`src/rtl/idli_wr_arb_m.sv`:
```
// rtl/idli_wr_arb_m.sv - register-file write port arbiter, EX vs LD, four nibble-serial cycles per write
module idli_wr_arb_m (
  input  logic       i_wa_gck,
  input  logic       i_wa_rst_n,
  input  logic       i_wa_ex_vld,
  input  logic [3:0] i_wa_ex_reg,
  input  logic [3:0] i_wa_ex_data,
  output logic       o_wa_ex_gnt,
  input  logic       i_wa_ld_vld,
  input  logic [3:0] i_wa_ld_reg,
  input  logic [3:0] i_wa_ld_data,
  output logic       o_wa_ld_gnt,
  output logic       o_wa_wen,
  output logic [3:0] o_wa_reg,
  output logic [1:0] o_wa_nib,
  output logic [3:0] o_wa_data,
  output logic       o_wa_busy
);

  typedef enum logic {
    ST_IDLE = 1'b0,
    ST_BUSY = 1'b1
  } state_t;

  // Owner / last-winner encoding: 0 = EX, 1 = LD.
  localparam logic SRC_EX = 1'b0;
  localparam logic SRC_LD = 1'b1;

  state_t     state_q, state_d;
  logic [1:0] cnt_q, cnt_d;
  logic       owner_q, owner_d;
  logic [3:0] reg_q, reg_d;
  logic       last_q, last_d;

  logic       busy;
  logic       arb_pt;
  logic       ex_gnt;
  logic       ld_gnt;

  assign busy = (state_q == ST_BUSY);

  // Grant decision: a new write may start when idle or on the last nibble of
  // the current one; on contention the requester that did not win last time goes.
  always_comb begin
    arb_pt = 1'b0;
    ex_gnt = 1'b0;
    ld_gnt = 1'b0;
    arb_pt = !busy || (cnt_q == 2'd3);
    ex_gnt = arb_pt && i_wa_ex_vld && (!i_wa_ld_vld || (last_q == SRC_LD));
    ld_gnt = arb_pt && i_wa_ld_vld && (!i_wa_ex_vld || (last_q == SRC_EX));
  end

  // Next state: a grant (re)starts a write at nibble 0, otherwise step through
  // the nibbles and drop back to idle after nibble 3.
  always_comb begin
    state_d = state_q;
    cnt_d   = cnt_q;
    owner_d = owner_q;
    reg_d   = reg_q;
    last_d  = last_q;
    if (ex_gnt || ld_gnt) begin
      state_d = ST_BUSY;
      cnt_d   = 2'd0;
      owner_d = ld_gnt ? SRC_LD : SRC_EX;
      last_d  = ld_gnt ? SRC_LD : SRC_EX;
      reg_d   = ld_gnt ? i_wa_ld_reg : i_wa_ex_reg;
    end else if (busy) begin
      cnt_d = cnt_q + 2'd1;
      if (cnt_q == 2'd3) begin
        state_d = ST_IDLE;
      end
    end
  end

  // State register; reset aborts any write in flight and biases the first
  // contended arbitration towards EX by recording LD as the last winner.
  always_ff @(posedge i_wa_gck or negedge i_wa_rst_n) begin
    if (!i_wa_rst_n) begin
      state_q <= ST_IDLE;
      cnt_q   <= 2'd0;
      owner_q <= SRC_EX;
      reg_q   <= 4'd0;
      last_q  <= SRC_LD;
    end else begin
      state_q <= state_d;
      cnt_q   <= cnt_d;
      owner_q <= owner_d;
      reg_q   <= reg_d;
      last_q  <= last_d;
    end
  end

  // Write port: data comes straight from the owner's input with no added
  // latency; index and data are forced to zero while idle.
  always_comb begin
    o_wa_ex_gnt = ex_gnt;
    o_wa_ld_gnt = ld_gnt;
    o_wa_wen    = busy;
    o_wa_busy   = busy;
    o_wa_nib    = cnt_q;
    o_wa_reg    = 4'd0;
    o_wa_data   = 4'd0;
    if (busy) begin
      o_wa_reg  = reg_q;
      o_wa_data = (owner_q == SRC_LD) ? i_wa_ld_data : i_wa_ex_data;
    end
  end

endmodule

```
`config.mk`:
```
export PLATFORM = sky130hd
export DESIGN_NAME = idli_wr_arb_m
export DESIGN_NICKNAME = d
export VERILOG_FILES = /design/src/rtl/idli_wr_arb_m.sv
export SDC_FILE = /design/constraint.sdc
export NUM_CORES = 1
export LEC_CHECK = 0
export ABC_AREA = 0
export BUFFER_PORTS_ARGS = -buffer_cell sky130_fd_sc_hd__buf_2
export CORE_MARGIN = 2
export CORE_UTILIZATION = 45
export CTS_CLUSTER_DIAMETER = 100
export DETAILED_ROUTE_END_ITERATION = 16
export PLACE_DENSITY = 0.86
export SLEW_MARGIN = 20
export SYNTH_ARGS = -nofsm -noshare
export SYNTH_HDL_FRONTEND = slang
export SYNTH_SLANG_ARGS = --single-unit
```
`constraint.sdc`:
```
create_clock -name i_wa_gck -period 2.4 [get_ports i_wa_gck]
set_clock_uncertainty 0.2 [all_clocks]
set_input_delay 0.24 -clock i_wa_gck [delete_from_list [all_inputs] [get_ports i_wa_gck]]
set_output_delay 0.24 -clock i_wa_gck [all_outputs]
set_load 0.02 [all_outputs]
```
Word level (Yosys, flattened, before mapping)
Index checks and enable logic that the tools add are counted.
- bits in registers: 9
- bits of input ports: 20
- output and inout bits: 14
- word-level logic and storage cells: 30
- add/sub/neg operators: 1
- equal/unequal tests: 1
- multiplexer cells: 10
- bitwise operators: 1
- reduce and logical (&&, ||, !) cells: 12
- operators with widths (operator ; count):
    two-way mux 4 bit ; 4
    logical AND 1 bit ; 4
    logical OR 1 bit ; 4
    two-way mux 1 bit ; 4
    two-way mux 2 bit ; 2
    zero test 1 bit ; 3
    adder 2 x 1 -> 2 bit (second input constant) ; 1
    == test 2 bit (second input constant) ; 1
    nonzero test 2 bit ; 1
    NOT 1 bit ; 1

Depth between registers and ports, before layout
Gate-level depths: netlist (run 1).
- word-level depth: 6
- mapped depth: 5

Least setup slack after synthesis (run 1)
Ideal clock, no wire load.
- kind: register to output
- from: reg cnt_q[0] (netlist: o_wa_nib[0])
- to: out o_wa_ex_gnt
- arrival: 1.205 ns
- data required time: 1.960 ns
- setup slack: 0.755 ns
- stages on the path, launching flop included: 5
- cell sequence: dfrtp_1 ha_1 nand2b_4 nand2_1 a21oi_1
- longest elaborated chain between the ends: 4
- ends and longest elaborated chain (what ; RTL line ; RTL):
    start, declared ; 30 ; logic [1:0] cnt_q, cnt_d;
    start signal, assigned ; 86 ; cnt_q <= cnt_d;
    == test 2 bit ; 48 ; arb_pt = !busy || (cnt_q == 2'd3);
    logical OR 1 bit ; 48 ;
    logical AND 1 bit (2 in a row) ; 49 ; ex_gnt = arb_pt && i_wa_ex_vld && (!i_wa_ld_vld || (last_q == SRC_LD));
    end, declared ; 8 ; output logic o_wa_ex_gnt,
No other way between the ends.

Worst setup path after layout (run 1)
- from: reg cnt_q[0] (netlist: o_wa_nib[0])
- to: out o_wa_ld_gnt
- longest elaborated chain between the ends: 4
- ends and longest elaborated chain (what ; RTL line ; RTL):
    == test 2 bit ; 48 ;
    logical OR 1 bit ; 48 ;
    logical AND 1 bit (2 in a row) ; 50 ; ld_gnt = arb_pt && i_wa_ld_vld && (!i_wa_ex_vld || (last_q == SRC_EX));
    end, declared ; 12 ; output logic o_wa_ld_gnt,
No other way between the ends.

==> flow_metrics.env, run 1 <==
export IMPL_synth_xor_area_share_pct=1.43
export IMPL_grt_util_all_layers_pct=17.4
export IMPL_synthDistinctLibCells=26
export IMPL_swShare_pct=45.0
export IMPL_synth_top_area_cell="dfrtp_1"
export IMPL_synthCells=63
export IMPL_rows=13
export IMPL_combPwrFrac_pct=53.8
export IMPL_p_switching_mw=0.415
export IMPL_p_leak_nw=0.399
export IMPL_synthMuxAreaShare_pct=8.20
export IMPL_clkLatencyLatePin_ns=0.26
export IMPL_final_setup_tns_ns=0
export IMPL_peakVddDrop_uv=628
export IMPL_clkPwrFrac_pct=12.8
export IMPL_cp_start_kind="flip-flop"
export IMPL_cts_htree_levels=1
export IMPL_finalHoldViolCount=0
export IMPL_max_slew_margin_rel_pct=72.0
export IMPL_power_density_mw_per_mm2=1190
export IMPL_ys_warn_count=0
export IMPL_synth_area_leaders="dfrtp_1, mux2i_1, o2111ai_1"
export IMPL_setup_slack_ns=0.509
export IMPL_tightestPinTransition_ns=0.420
export IMPL_fin_cells=109
export IMPL_port_buffers=33
export IMPL_fin_area_um2=773
export IMPL_n_antenna_cell=0
export IMPL_grt_pass1_vias=477
export IMPL_synth_compound_area_share_pct=12.9
export IMPL_setup_violations=0
export IMPL_crit_required_ns=1.96
export IMPL_antenna_found_initial=0
export IMPL_drc_errors=0
export IMPL_criticalPathCategory="reg -> out"
export IMPL_dp_cells=104
export IMPL_max_freq_mhz=529
export IMPL_crit_path_end_kind="primary output"
export IMPL_power_mw=0.921
export IMPL_drtIter0Drc=12
export IMPL_vias=562
export IMPL_synth_top_family_by_area="simple AND/OR/NAND/NOR gates"
export IMPL_synth_seq_cells=9
export IMPL_grt_max_degree=15
export IMPL_dp_slack_ns=0.791
export IMPL_clockBufferDepth=2
export IMPL_fillers=113
export IMPL_synthesis_nets=84
export IMPL_regArea_um2=226
export IMPL_root_buffer="clkbuf_4"
export IMPL_die_h_um=40.8
export IMPL_core_mm2=0.00128
export IMPL_cts_sinks=9
export IMPL_post_route_util_pct=60.2
export IMPL_cp_arrival_ns=1.45
export IMPL_cts_clk_slew_worst_paths_ns=0.07
export IMPL_intPower_mw=0.506
export IMPL_cts_tree="built"
export IMPL_wire_per_inst_um=12.3
export IMPL_die_area_mm2=0.00167
export IMPL_dr_pass1_iters=4
export IMPL_ios=34
export IMPL_crit_path_max_fanout=13
export IMPL_synth_simple_gate_area_share_pct=27.7
export IMPL_netlist_area_um2=611
export IMPL_drt_total_wl_um=1340
export IMPL_fin_crit_sh_pct=78.8
export IMPL_syn_to_final_growth_pct=26.6
export IMPL_fin_nets=116
export IMPL_hold_ws_ns=0.0508
export IMPL_outcome="completed"
export IMPL_grt_ovfl_total=0
export IMPL_drive_above_1_share_pct=44.7
export IMPL_start_util_pct=47.5
export IMPL_via_per_inst=5.16
export IMPL_hpwl_um=1030
export IMPL_grt_pass1_wl_um=1940
export IMPL_seqPwrFrac_pct=33.4
export IMPL_syn_avg_cell_area_um2=9.69
export IMPL_rsz0062_at_grt="false"
export IMPL_multi_input_area_um2=319
export IMPL_synth_fa_ha_area_share_pct=2.05
export IMPL_maxCapViolations=0
export IMPL_die_w_um=40.8
export IMPL_gp_congestion=0.782
export IMPL_maxSlewViolCount=0
export IMPL_ys_seq_area_share_pct=37.1
export IMPL_synth_top_area_share_pct=32.8
export IMPL_place_area_um2=737
export IMPL_cts_buffers=3
export IMPL_final_min_clock_period_ns=1.89
export IMPL_cts_resized=0
export IMPL_min_path_type="in -> reg"
export IMPL_drtAntennaViolNets=0
layer usage:
metal  share of wire (%)  GRT usage (%)  wire length, um
met5                   0              0                0
met4                0.89           5.00               12
met3                 8.1           3.26              109
met2                  48           28.9              643
met1                  43           22.7              577
logic make-up (layout without fill, tap and decap cells):
group,after synthesis,count (layout)
AOI/OAI and AO/OA,12,12
xor gates and xnor gates,1,1
adders and majority gates,1,1
buffers and inverters,9,40
DFF,9,9
muxes,5,5
and+or+nand+nor,26,26
worst max-delay path, cell delays in order, from the launching register on:
cell and delay, ns:
dfrtp_1 0.40, ha_1 0.23, nand2b_4 0.20, and3_4 0.22, buf_2 0.15
power groups by stage:
stage	logic [mW]	registers [mW]	clock network, mW
3_5_place_dp	0.496	0.311	0
6_report	0.495	0.308	0.118
3_3_place_gp	0.487	0.302	0
2_1_floorplan	0.413	0.283	0
4_1_cts	0.500	0.308	0.118
5_1_grt	0.553	0.320	0.128
sequential cells by signal, summed over array words and instances, names as in the netlist:
| register | flops |
|---|---|
| last_q | 1 |
| reg_q | 4 |
| o_wa_busy | 1 |
| owner_q | 1 |
| o_wa_nib | 2 |
cell type report:
class / count / share of cell area [%]
clock buffer: 4 / 3.40
tap: 15 / 2.43
multi-input combinational: 45 / 41.3
timing repair buffer: 34 / 22.7
inverter: 2 / 0.971
sequential: 9 / 29.3
final timing paths:
check                                       endpoint                    start  cells past startpoint  slack, ns
worst min register to register  reg_q[1]$_DFFE_PN0P_     reg_q[1]$_DFFE_PN0P_                      2       0.33
worst max-delay path                     o_wa_ld_gnt  o_wa_nib[0]$_DFFE_PN0P_                      4       0.51
worst max register to register   owner_q$_DFFE_PN0P_  o_wa_nib[0]$_DFFE_PN0P_                      4       0.91
min in group asynchronous        owner_q$_DFFE_PN0P_               i_wa_rst_n                      2       0.17
worst min-delay path            reg_q[3]$_DFFE_PN0P_           i_wa_ld_reg[3]                      3       0.05
max in group asynchronous         last_q$_DFFE_PN1P_               i_wa_rst_n                      2       1.58
cells in the mapped netlist:
cell type  instances
and3_4             1
nand4_1            4
nand3_1            4
buf_6              2
a21o_1             1
dfstp_2            1
inv_2              1
nor2_1             3
a21oi_1            2
and2_1             4
mux2i_1            5
xnor2_1            1
and2b_1            1
a31oi_1            1
o21ai_0            4
dfrtp_1            8
inv_1              1
nand2_1            2
buf_4              4
nor2_4             1
nand2_4            1
ha_1               1
nand2b_4           1
o2111ai_1          4
buf_2              1
nor2b_1            4
placed cells by master (no fill, tap or decap):
master / instances
o21ai_0: 4
and3_4: 1
inv_2: 1
nor2b_1: 4
xnor2_1: 1
mux2i_1: 5
a31oi_1: 1
nand4_1: 4
a21o_1: 1
o2111ai_1: 4
nand2_1: 2
nand2b_4: 1
dlygate4sd3_1: 1
clkbuf_4: 3
inv_1: 1
nand3_1: 4
ha_1: 1
dfstp_2: 1
dfrtp_1: 8
and2b_1: 1
nor2_1: 3
nor2_4: 1
and2_1: 4
buf_2: 33
a21oi_1: 2
nand2_4: 1
clkbuf_1: 1
repair_timing:
| item | in CTS | in global routing |
|---|---|---|
| hold endpoints to repair | 9 | 0 |
| hold buffers | 1 | 0 |
| buffers inserted | 0 | 0 |
No activity file was read; power rests on OpenSTA's default activity.
==> run 2: changes to the inputs <==
Settings changed: CORE_UTILIZATION 45 to 42, PLACE_DENSITY 0.86 to 0.81.
Clock period 2.4 ns to 1.8 ns, I/O delays scaled along.
==> flow_metrics.env, run 2 (same netlist as run 1, synthesis figures left out) <==
export IMPL_peakVddDrop_uv=1090
export IMPL_slowest_delay_ns=0.40
export IMPL_wire_per_inst_um=12.7
export IMPL_die_h_um=42.1
export IMPL_setup_slack_ns=0.0784
export IMPL_start_util_pct=45.8
export IMPL_final_setup_tns_ns=0
export IMPL_criticalPathCategory="reg -> out"
export IMPL_fin_nets=121
export IMPL_regToRegSetupSlack_ns=0.35
export IMPL_dr_pass1_iters=4
export IMPL_r2r_end="reg_q[3]$_DFFE_PN0P_"
export IMPL_crit_required_ns=1.42
export IMPL_gp_congestion=0.739
export IMPL_critical_path_endpoint="o_wa_ld_gnt"
export IMPL_cp_num_buf_inv=1
export IMPL_regMostFlops="reg_q"
export IMPL_antenna_found_initial=0
export IMPL_post_route_util_pct=61.7
export IMPL_tightestPinTransition_ns=0.411
export IMPL_rsz0062_at_grt="false"
export IMPL_startpoint="o_wa_nib[0]$_DFFE_PN0P_"
export IMPL_grt_pass1_vias=535
export IMPL_max_freq_mhz=581
export IMPL_outcome="completed"
export IMPL_cp_arrival_ns=1.34
export IMPL_min_path_type="in -> reg"
export IMPL_final_common_cell="buf_2"
export IMPL_vias=607
export IMPL_drc_errors=0
export IMPL_crit_slowest_cell="dfrtp_1"
export IMPL_crit_cells=4
export IMPL_power_density_mw_per_mm2=1520
export IMPL_dp_cells=104
export IMPL_drt_total_wl_um=1450
export IMPL_cts_htree_levels=1
export IMPL_cts_clk_slew_worst_paths_ns=0.07
export IMPL_crit_path_end_kind="primary output"
export IMPL_hpwl_um=1030
export IMPL_n_antenna_cell=0
export IMPL_cp_start_kind="flip-flop"
export IMPL_fin_cells=114
export IMPL_syn_to_final_growth_pct=34.8
export IMPL_final_cell_mix="buf_2, dfrtp_1, mux2i_1, dlygate4sd3_1"
export IMPL_max_slew_margin_rel_pct=72.6
export IMPL_final_min_clock_period_ns=1.72
export IMPL_crit_path_max_fanout=3
export IMPL_r2r_start="o_wa_nib[0]$_DFFE_PN0P_"
export IMPL_reg2regPathDepth=5
export IMPL_die_w_um=42.1
export IMPL_finalHoldViolCount=0
export IMPL_rows=13
export IMPL_port_buffers=33
export IMPL_grt_max_degree=15
export IMPL_p_leak_nw=0.419
export IMPL_clkLatencyLatePin_ns=0.25
export IMPL_drive_above_1_share_pct=44.4
export IMPL_die_area_mm2=0.00177
export IMPL_largest_reg_flops=4
export IMPL_cts_tree="built"
export IMPL_cts_buffers=3
export IMPL_maxSlewViolCount=0
export IMPL_fin_crit_sh_pct=95.6
export IMPL_crit_chain="ha_2 > nand2b_4 > and3_4 > buf_2"
export IMPL_maxCapViolations=0
export IMPL_cts_sinks=9
export IMPL_setup_violations=0
export IMPL_clockBufferDepth=2
export IMPL_root_buffer="clkbuf_4"
export IMPL_grt_ovfl_total=0
export IMPL_hold_ws_ns=0.0239
export IMPL_drtAntennaViolNets=0
export IMPL_core_mm2=0.00133
export IMPL_drtIter0Drc=9
export IMPL_grt_util_all_layers_pct=16.5
export IMPL_ios=34
export IMPL_via_per_inst=5.32
export IMPL_dp_slack_ns=0.242
export IMPL_cp_top_family="flip-flops"
export IMPL_grt_pass1_wl_um=2260
run 2: cell count changes in the layout (fill, tap and decap cells not counted):
| cell | before | now |
|---|---|---|
| dlygate4sd3_1 | 1 | 5 |
| buf_4 | 0 | 1 |
| ha_1 | 1 | 0 |
| ha_2 | 0 | 1 |
run 2: cell type report:
cell class | count | area, um2
timing repair buffer | 39 | 223
sequential | 9 | 226
tap | 15 | 18.8
fill | 122 | 510
multi-input combinational | 45 | 322
clock buffer | 4 | 26.3
inverter | 2 | 7.51
run 2: repair_timing:
item                                    CTS  global route
endpoints found under the setup margin    1             1
setup buffers                             1             0
resized for setup                         0             1
hold buffers                              5             0
hold endpoints to repair                 13             0
run 2: worst min-delay path by stage:
| stage | depth (start not counted) | to | startpoint | slack (ns) |
|---|---|---|---|---|
| 4_1_cts | 2 | last_q$_DFFE_PN1P_ | i_wa_ex_vld | 0.02 |
| 2_1_floorplan | 0 | o_wa_busy$_DFF_PN0_ | i_wa_rst_n | -0.32 |
| 6_report | 2 | last_q$_DFFE_PN1P_ | i_wa_ex_vld | 0.02 |
| 3_3_place_gp | 1 | reg_q[0]$_DFFE_PN0P_ | i_wa_rst_n | -0.16 |
| 5_1_grt | 2 | last_q$_DFFE_PN1P_ | i_wa_ex_vld | 0.04 |
| 3_5_place_dp | 1 | reg_q[1]$_DFFE_PN0P_ | i_wa_rst_n | -0.16 |
run 2: power breakdown:
| part | internal, mW | switching (mW) |
|---|---|---|
| Sequential | 0.306 | 0.104 |
| Combinational | 0.304 | 0.386 |
| Clock | 0.0853 | 0.0702 |
| Total | 0.695 | 0.560 |
run 2: through the flow:
| step | cell area (um2) | power, mW |
|---|---|---|
| 2_1_floorplan | 611 | 0.928 |
| 3_3_place_gp | 737 | 1.05 |
| 3_5_place_dp | 737 | 1.07 |
| 4_1_cts | 821 | 1.26 |
| 5_1_grt | 823 | 1.35 |
| 6_report | 823 | 1.26 |
run 2: layer usage:
metal,part of all wire (%),up-vias,global-route usage [%],wire (um)
met5,0,-,0,0
li1,-,295,-,-
met4,2.5,0,7.50,36
met1,42,276,19.3,607
met2,47,32,27.8,681
met3,8.4,4,4.74,122
==> run 3: changes to the inputs <==
Settings changed: PLACE_DENSITY 0.81 to 0.76.
==> flow_metrics.env, run 3 (same netlist as run 1, synthesis figures left out) <==
export IMPL_outcome="completed"
export IMPL_crit_required_ns=1.42
export IMPL_hold_ws_ns=0.0357
export IMPL_n_antenna_cell=0
export IMPL_grt_ovfl_total=0
export IMPL_regMostFlops="reg_q"
export IMPL_p_leak_nw=0.425
export IMPL_port_buffers=33
export IMPL_drive_above_1_share_pct=45.0
export IMPL_fin_crit_sh_pct=95.3
export IMPL_crit_chain="ha_1 > nand2b_4 > and3_4 > buf_2"
export IMPL_power_mw=1.26
export IMPL_criticalPathCategory="reg -> out"
export IMPL_cp_arrival_ns=1.33
export IMPL_drt_total_wl_um=1320
export IMPL_die_w_um=42.1
export IMPL_clockBufferDepth=2
export IMPL_min_path_type="in -> reg"
export IMPL_crit_path_end_kind="primary output"
export IMPL_antenna_found_initial=0
export IMPL_ios=34
export IMPL_finalHoldViolCount=0
export IMPL_drtIter0Drc=7
export IMPL_dr_pass1_iters=4
export IMPL_cts_clk_slew_worst_paths_ns=0.06
export IMPL_fin_area_um2=830
export IMPL_max_freq_mhz=583
export IMPL_grt_pass1_wl_um=2260
export IMPL_final_setup_tns_ns=0
export IMPL_die_area_mm2=0.00177
export IMPL_cts_htree_levels=1
export IMPL_vias=600
export IMPL_syn_to_final_growth_pct=35.9
export IMPL_peakVddDrop_uv=908
export IMPL_grt_max_degree=15
export IMPL_hpwl_um=1010
export IMPL_grt_pass1_vias=522
export IMPL_maxSlewViolCount=0
export IMPL_reg2regPathDepth=5
export IMPL_crit_slowest_cell="dfrtp_1"
export IMPL_hold_depth=3
export IMPL_rsz0062_at_grt="false"
export IMPL_final_cell_mix="buf_2, dfrtp_1, mux2i_1, dlygate4sd3_1"
export IMPL_grt_util_all_layers_pct=16.1
export IMPL_clkLatencyLatePin_ns=0.25
export IMPL_final_common_cell="buf_2"
export IMPL_die_h_um=42.1
export IMPL_max_slew_margin_rel_pct=83.3
export IMPL_crit_path_max_fanout=3
export IMPL_post_route_util_pct=62.2
export IMPL_root_buffer="clkbuf_4"
export IMPL_start_util_pct=45.8
export IMPL_tightestPinTransition_ns=0.251
export IMPL_largest_reg_flops=4
export IMPL_power_density_mw_per_mm2=1510
export IMPL_gp_congestion=0.766
export IMPL_drtAntennaViolNets=0
export IMPL_cts_tree="built"
export IMPL_via_per_inst=5.22
export IMPL_cts_sinks=9
export IMPL_final_min_clock_period_ns=1.71
export IMPL_drc_errors=0
export IMPL_core_mm2=0.00133
export IMPL_wire_per_inst_um=11.4
export IMPL_cp_start_kind="flip-flop"
export IMPL_rows=13
export IMPL_cts_buffers=3
export IMPL_fin_nets=122
export IMPL_maxCapViolations=0
export IMPL_setup_violations=0
export IMPL_place_area_um2=737
export IMPL_slowest_delay_ns=0.39
export IMPL_fillers=132
[run 3: cell types whose count changed in the layout (fill, tap and decap cells not counted), sizes merged]
cell,previous run,this run
buf,34,35
[run 3: metrics by stage]
step           setup WS [ns]  std cells
3_5_place_dp           0.246        104
6_report              0.0852        115
2_1_floorplan          0.215         63
4_1_cts               0.0386        114
3_3_place_gp           0.267        104
5_1_grt               0.0119        115
[run 3: power breakdown]
part	switching, mW	leakage, nW	total [mW]	internal (mW)
Clock	0.0611	0.0150	0.146	0.0848
Sequential	0.0978	0.105	0.405	0.307
Combinational	0.388	0.305	0.704	0.316
[run 3: repair_timing]
item	in CTS	in global routing
endpoints found under the setup margin	2	2
pin swaps	0	0
buffers inserted	1	1
gates resized for setup	0	1
endpoints found under the hold margin	13	0
hold buffers	5	0
[run 3: worst max-delay path: cells and delay by family, from the launching register on]
family	cells	cell delay [ns]
adders and majority gates	1	0.21
DFF	1	0.39
buffers and inverters	1	0.15
and+or+nand+nor	2	0.33
[run 3: worst paths after layout]
path                                          from                    to  slack (ns)
max                        o_wa_nib[0]$_DFFE_PN0P_           o_wa_ld_gnt        0.09
min                                 i_wa_ex_reg[3]  reg_q[3]$_DFFE_PN0P_        0.04
max reg2reg                o_wa_nib[0]$_DFFE_PN0P_  reg_q[1]$_DFFE_PN0P_        0.34
min reg2reg                   reg_q[3]$_DFFE_PN0P_  reg_q[3]$_DFFE_PN0P_        0.32
max in group asynchronous               i_wa_rst_n    last_q$_DFFE_PN1P_        1.05
min in group asynchronous               i_wa_rst_n  reg_q[1]$_DFFE_PN0P_        0.10
[run 3: final cells by class]
| class | instances | area [um2] | area share [%] |
|---|---|---|---|
| multi-input combinational | 45 | 319 | 38.5 |
| timing repair buffer | 40 | 230 | 27.8 |
| sequential | 9 | 228 | 27.5 |
| clock buffer | 4 | 26.3 | 3.17 |
| tap | 15 | 18.8 | 2.26 |
| inverter | 2 | 7.51 | 0.905 |
[run 3: per-layer routing]
metal	vias to the layer above	global-route usage, %	part of all wire (%)
met5	-	0	0
met4	0	5.63	0.30
met3	2	4.74	10
met2	32	23.4	44
met1	266	22.8	46
li1	300	-	-
